==> src/rtl/param_bank_ctrl.sv <==
// param_bank_ctrl: double-buffered parameter bank and frame scheduler.
// Bytes from the frame assembler fill the shadow bank. A complete frame arms
// a swap that lands on the next vsync while the renderer is idle. render_start
// is pulsed on the cycle after swap_pulse.
// Optional feature: define PARAM_CHECKSUM_EN to treat byte NREGS-1 as an 8-bit
// modulo checksum of bytes 0..NREGS-2. This also adds the cks_err_cnt output.
module param_bank_ctrl #(
    parameter int NREGS = 61,
    parameter int IDX_W = 6,
    parameter int CNT_W = 8
) (
    input  logic             clk,
    input  logic             reset,
    input  logic             wr_en,
    input  logic [IDX_W-1:0] wr_idx,
    input  logic [7:0]       wr_data,
    input  logic             frame_done,
    input  logic             vsync,
    input  logic             render_busy,
    input  logic [IDX_W-1:0] rd_idx,
    output logic [7:0]       rd_data,
    output logic             pending,
    output logic             swap_pulse,
    output logic             render_start,
    output logic             bank_sel,
`ifdef PARAM_CHECKSUM_EN
    output logic [CNT_W-1:0] cks_err_cnt,
`endif
    output logic [CNT_W-1:0] drop_cnt
);

    typedef enum logic [1:0] {S_FILL, S_PENDING, S_SWAP, S_START} state_t;

    localparam logic [IDX_W:0] LIM = (IDX_W+1)'(NREGS);

    state_t           state;
    logic [7:0]       bank0 [NREGS];
    logic [7:0]       bank1 [NREGS];
    logic [NREGS-1:0] mask;
    logic [NREGS-1:0] wr_bit;
    logic [NREGS-1:0] mask_w;
    logic             wr_ok;
    logic             wr_store;

`ifdef PARAM_CHECKSUM_EN
    localparam logic [IDX_W:0] LIM_CK = (IDX_W+1)'(NREGS-1);
    logic [7:0] sum;
    logic [7:0] sum_w;
    logic [7:0] cks_byte;
    logic       cks_ok;
`endif

    // Decode the incoming byte: legal index, whether this state stores it, and the updated mask
    always_comb begin
        wr_ok    = wr_en && ({1'b0, wr_idx} < LIM);
        wr_store = wr_ok && ((state == S_FILL) || (state == S_START) ||
                             ((state == S_PENDING) && (wr_idx == '0)));
        wr_bit   = wr_ok ? (NREGS'(1) << wr_idx) : '0;
        mask_w   = mask | wr_bit;
    end

`ifdef PARAM_CHECKSUM_EN
    // Running sum includes this cycle's byte; checksum byte may arrive alongside frame_done
    always_comb begin
        sum_w    = sum + ((wr_store && ({1'b0, wr_idx} < LIM_CK)) ? wr_data : 8'd0);
        cks_byte = (wr_store && ({1'b0, wr_idx} == LIM_CK)) ? wr_data
                 : (bank_sel ? bank0[NREGS-1] : bank1[NREGS-1]);
        cks_ok   = (sum_w == cks_byte);
    end
`endif

    // Active-bank read port, zero outside the parameter range
    always_comb begin
        rd_data = '0;
        if ({1'b0, rd_idx} < LIM)
            rd_data = bank_sel ? bank1[rd_idx] : bank0[rd_idx];
    end

    // Shadow bank storage; the active bank is never written
    always_ff @(posedge clk) begin
        if (reset) begin
            for (int unsigned i = 0; i < NREGS; i++) begin
                bank0[i] <= '0;
                bank1[i] <= '0;
            end
        end else if (wr_store) begin
            if (bank_sel)
                bank0[wr_idx] <= wr_data;
            else
                bank1[wr_idx] <= wr_data;
        end
    end

    // Frame scheduler FSM with registered status pulses and saturating counters
    always_ff @(posedge clk) begin
        if (reset) begin
            state        <= S_FILL;
            mask         <= '0;
            bank_sel     <= 1'b0;
            pending      <= 1'b0;
            swap_pulse   <= 1'b0;
            render_start <= 1'b0;
            drop_cnt     <= '0;
`ifdef PARAM_CHECKSUM_EN
            sum          <= '0;
            cks_err_cnt  <= '0;
`endif
        end else begin
            swap_pulse   <= 1'b0;
            render_start <= 1'b0;
            case (state)
                S_FILL: begin
                    if (frame_done) begin
                        if (&mask_w) begin
`ifdef PARAM_CHECKSUM_EN
                            if (cks_ok) begin
                                state   <= S_PENDING;
                                pending <= 1'b1;
                                mask    <= mask_w;
                                sum     <= sum_w;
                            end else begin
                                mask <= '0;
                                sum  <= '0;
                                if (cks_err_cnt != '1)
                                    cks_err_cnt <= cks_err_cnt + 1'b1;
                            end
`else
                            state   <= S_PENDING;
                            pending <= 1'b1;
                            mask    <= mask_w;
`endif
                        end else begin
                            mask <= '0;
`ifdef PARAM_CHECKSUM_EN
                            sum  <= '0;
`endif
                            if (drop_cnt != '1)
                                drop_cnt <= drop_cnt + 1'b1;
                        end
                    end else begin
                        mask <= mask_w;
`ifdef PARAM_CHECKSUM_EN
                        sum  <= sum_w;
`endif
                    end
                end
                S_PENDING: begin
                    // A new byte 0 starts a fresh frame and wins over a coincident vsync
                    if (wr_store) begin
                        state   <= S_FILL;
                        pending <= 1'b0;
                        mask    <= wr_bit;
`ifdef PARAM_CHECKSUM_EN
                        sum     <= wr_data;
`endif
                        if (drop_cnt != '1)
                            drop_cnt <= drop_cnt + 1'b1;
                    end else if (vsync && !render_busy) begin
                        state      <= S_SWAP;
                        bank_sel   <= ~bank_sel;
                        swap_pulse <= 1'b1;
                        pending    <= 1'b0;
                        mask       <= '0;
`ifdef PARAM_CHECKSUM_EN
                        sum        <= '0;
`endif
                    end
                end
                S_SWAP: begin
                    state        <= S_START;
                    render_start <= 1'b1;
                end
                S_START: begin
                    state <= S_FILL;
                    mask  <= mask_w;
`ifdef PARAM_CHECKSUM_EN
                    sum   <= sum_w;
`endif
                end
                default: state <= S_FILL;
            endcase
        end
    end

endmodule

==> config.mk <==
export PLATFORM = sky130hd
export DESIGN_NAME = param_bank_ctrl
export DESIGN_NICKNAME = d
export VERILOG_FILES = /design/src/rtl/param_bank_ctrl.sv
export SDC_FILE = /design/constraint.sdc
export NUM_CORES = 2
export LEC_CHECK = 0
export CAP_MARGIN = 0
export CORE_UTILIZATION = 45
export DETAILED_ROUTE_END_ITERATION = 7
export GPL_TIMING_DRIVEN = 1
export PLACE_DENSITY = 0.63
export SLEW_MARGIN = 15
export SYNTH_ARGS = -nofsm -noshare
export SYNTH_HDL_FRONTEND = slang
export SYNTH_SLANG_ARGS = --single-unit
==> constraint.sdc <==
create_clock -name clk -period 5.9 [get_ports clk]
set_input_delay 1.18 -clock clk [delete_from_list [all_inputs] [get_ports clk]]
set_output_delay 1.18 -clock clk [all_outputs]
set_load 0.03 [all_outputs]
==> results.sh <==
export IMPL_status="completed"
export IMPL_seq_power_share=0.518
export IMPL_worst_setup_path_type="input pin to primary output"
export IMPL_ctsRootBufferMaster="clkbuf_16"
export IMPL_finalSetupViolations=0
export IMPL_seqCellArea_um2=32300
export IMPL_pwr_share_comb=0.077
export IMPL_power_frac_clock=0.405
export IMPL_initial_core_util=0.454
export IMPL_wl_per_cell_um=27.5
export IMPL_final_common_cell="edfxtp_1"
export IMPL_final_cell_mix="edfxtp_1, and3_1, mux4_2, nand2_1, buf_4"
export IMPL_p_per_area_nw_per_um2=298
export IMPL_grt_pass1_vias=31000
export IMPL_wirelength_um=141000
export IMPL_fin_nets=3555
export IMPL_first_pass_iters=6
export IMPL_placement_rows=124
export IMPL_drt_iter0_markers=4079
export IMPL_cts_setup_buffers=0
export IMPL_drive_gt1_frac=0.207
export IMPL_final_util=0.504
export IMPL_nFillCells=9483
export IMPL_max_freq_ghz=0.188
export IMPL_cp_start_kind="input pin"
export IMPL_fin_crit_sh=0.899
export IMPL_clk_latency_ns=0.71
export IMPL_grt_overflow=0
export IMPL_ys_types=59
export IMPL_finClkSkew_ns=0.0309
export IMPL_grt_pass1_wl_um=210000
export IMPL_ant_nets=0
export IMPL_switching_share=0.231
export IMPL_hold_viol_final=0
export IMPL_synth_edf_count=1024
export IMPL_cts_sinks=1099
export IMPL_io_pins=46
export IMPL_cts_buffers=114
export IMPL_async_reset_ff_frac=0
export IMPL_final_cells=5135
export IMPL_total_power_w=0.0171
export IMPL_die_area_um2=116000
export IMPL_tns_ns=0
export IMPL_grt_usage=0.242
export IMPL_cts_clk_slew_worst_paths_ns=0.06
export IMPL_yosys_warnings=0
export IMPL_p_int_w=0.0132
export IMPL_finalWeightedCongestion=0.870
export IMPL_cts_resized=0
export IMPL_syn_area_per_cell_um2=14.2
export IMPL_die_y_um=341
export IMPL_synthesis_area_um2=51800
export IMPL_drv_cap=0
export IMPL_htreeDepth=3
export IMPL_hold_class="flop to flop"
export IMPL_dp_hpwl_um=90400
export IMPL_dp_cells=4919
export IMPL_peakVddDrop_uv=246
export IMPL_fp_dieW_um=341
export IMPL_grt_start_max_net_pins=165
export IMPL_vias=31600
export IMPL_clockBufferDepth=3
export IMPL_ys_seq_area_frac=0.623
export IMPL_cts_hold_buffers=0
export IMPL_worst_pin_slew_ns=1.03
export IMPL_cts_tree="done"
export IMPL_whs_ns=0.505
export IMPL_syn_inst=3638
export IMPL_port_buffer_count=45
export IMPL_syn2layout_area_growth_pct=11.0
export IMPL_grt_setup_unrepaired="false"
export IMPL_arrival_ns=4.13
export IMPL_endpoint_kind="primary output"
export IMPL_synth_seq_cells=1099
export IMPL_power_switching_w=0.00397
export IMPL_viasPerCell=6.15
export IMPL_drc=0
export IMPL_slew_headroom=0.311
export IMPL_timing_final_crit_period_ns=5.31
export IMPL_multi_input_area_um2=17800
export IMPL_cp_max_fo=19
export IMPL_required_ns=4.72
export IMPL_p_leak_nw=23.1
export IMPL_synthFlopType="edfxtp_1"
export IMPL_antenna_found_initial=5
export IMPL_final_max_slew_viol_count=0
export IMPL_coreArea_um2=114000
routing by layer:
layer | global-route usage | up-vias | share of wire
met1 | 0.353 | 16300 | 0.42
met5 | 0 | - | 0.000050
li1 | - | 13800 | -
met4 | 0.0579 | 2 | 0.020
met3 | 0.0399 | 180 | 0.086
met2 | 0.379 | 1351 | 0.47
stage by stage:
step,setup WS [ns],cell area [um2]
finish,0.594,57500
global route,0.447,57500
CTS,0.550,57500
detailed placement,0.553,54000
global placement,0.439,54000
floorplan,0.794,52000
power by group through the flow:
stage / Sequential [W] / Clock [W] / Combinational (W)
2_1_floorplan: 0.00900 / 0 / 0.000823
3_3_place_gp: 0.00904 / 0 / 0.00132
3_5_place_dp: 0.00905 / 0 / 0.00132
4_1_cts: 0.00889 / 0.00699 / 0.00133
5_1_grt: 0.00891 / 0.00726 / 0.00139
6_report: 0.00888 / 0.00694 / 0.00132
cells in the mapped netlist (8+ instances only):
cell type,instances,share of area
buf_2,21,0.0020
mux4_2,332,0.14
nand2_1,328,0.024
nor3_1,8,0.00077
clkbuf_1,426,0.031
nor2_1,79,0.0057
a21oi_1,131,0.013
buf_1,32,0.0023
nor4_1,15,0.0018
and3_1,977,0.12
edfxtp_1,1024,0.59
nor2b_1,13,0.0016
a211oi_2,60,0.014
a211oi_1,9,0.0013
dfxtp_1,75,0.029
nand3_1,13,0.0013
area by class of cell:
| class | count | area share |
|---|---|---|
| Sequential cell | 1099 | 0.561 |
| Clock inverter | 61 | 0.00811 |
| Inverter | 8 | 0.000566 |
| Antenna cell | 2 | 0.0000870 |
| Multi-Input combinational cell | 2091 | 0.310 |
| Clock buffer | 153 | 0.0535 |
| Timing Repair Buffer | 209 | 0.0339 |
| Tap cell | 1512 | 0.0329 |
registers in the layout (all words and copies together), names as in the netlist, named ones only:
signal / flops
swap_pulse: 1
bank0: 512
bank1: 512
render_start: 1
mask: 61
pending: 1
bank_sel: 1
drop_cnt: 8
state: 1
logic make-up (layout without fill, tap and decap cells):
family	count (synthesis)	in the layout	share of synthesized area
xor+xnor	1	1	0.000169
flops	1099	1099	0.623
simple gates	1472	1472	0.160
compound gates	225	225	0.0323
other cells	1	50	0.0000724
mux	339	339	0.146
buf+inv	495	431	0.0374
fa+ha+maj	6	6	0.00145
final timing paths:
check	startpoint	end	slack, ns	cells after the start
hold / removal	drop_cnt[5]	drop_cnt[5]	0.50	2
setup reg to reg	flop	bank0[19][1]	2.68	8
hold reg to reg	drop_cnt[5]	drop_cnt[5]	0.50	2
setup / recovery	rd_idx[0]	rd_data[4]	0.59	9
worst max-delay path, stage by stage:
cell,delay [ns]
buf_8,0.20
buf_4,0.40
buf_4,0.26
mux4_2,0.51
mux4_2,0.52
mux4_2,0.49
nand2_1,0.15
a21oi_1,0.16
buf_4,0.24
Note: power is estimated with default switching activity, not from simulation.
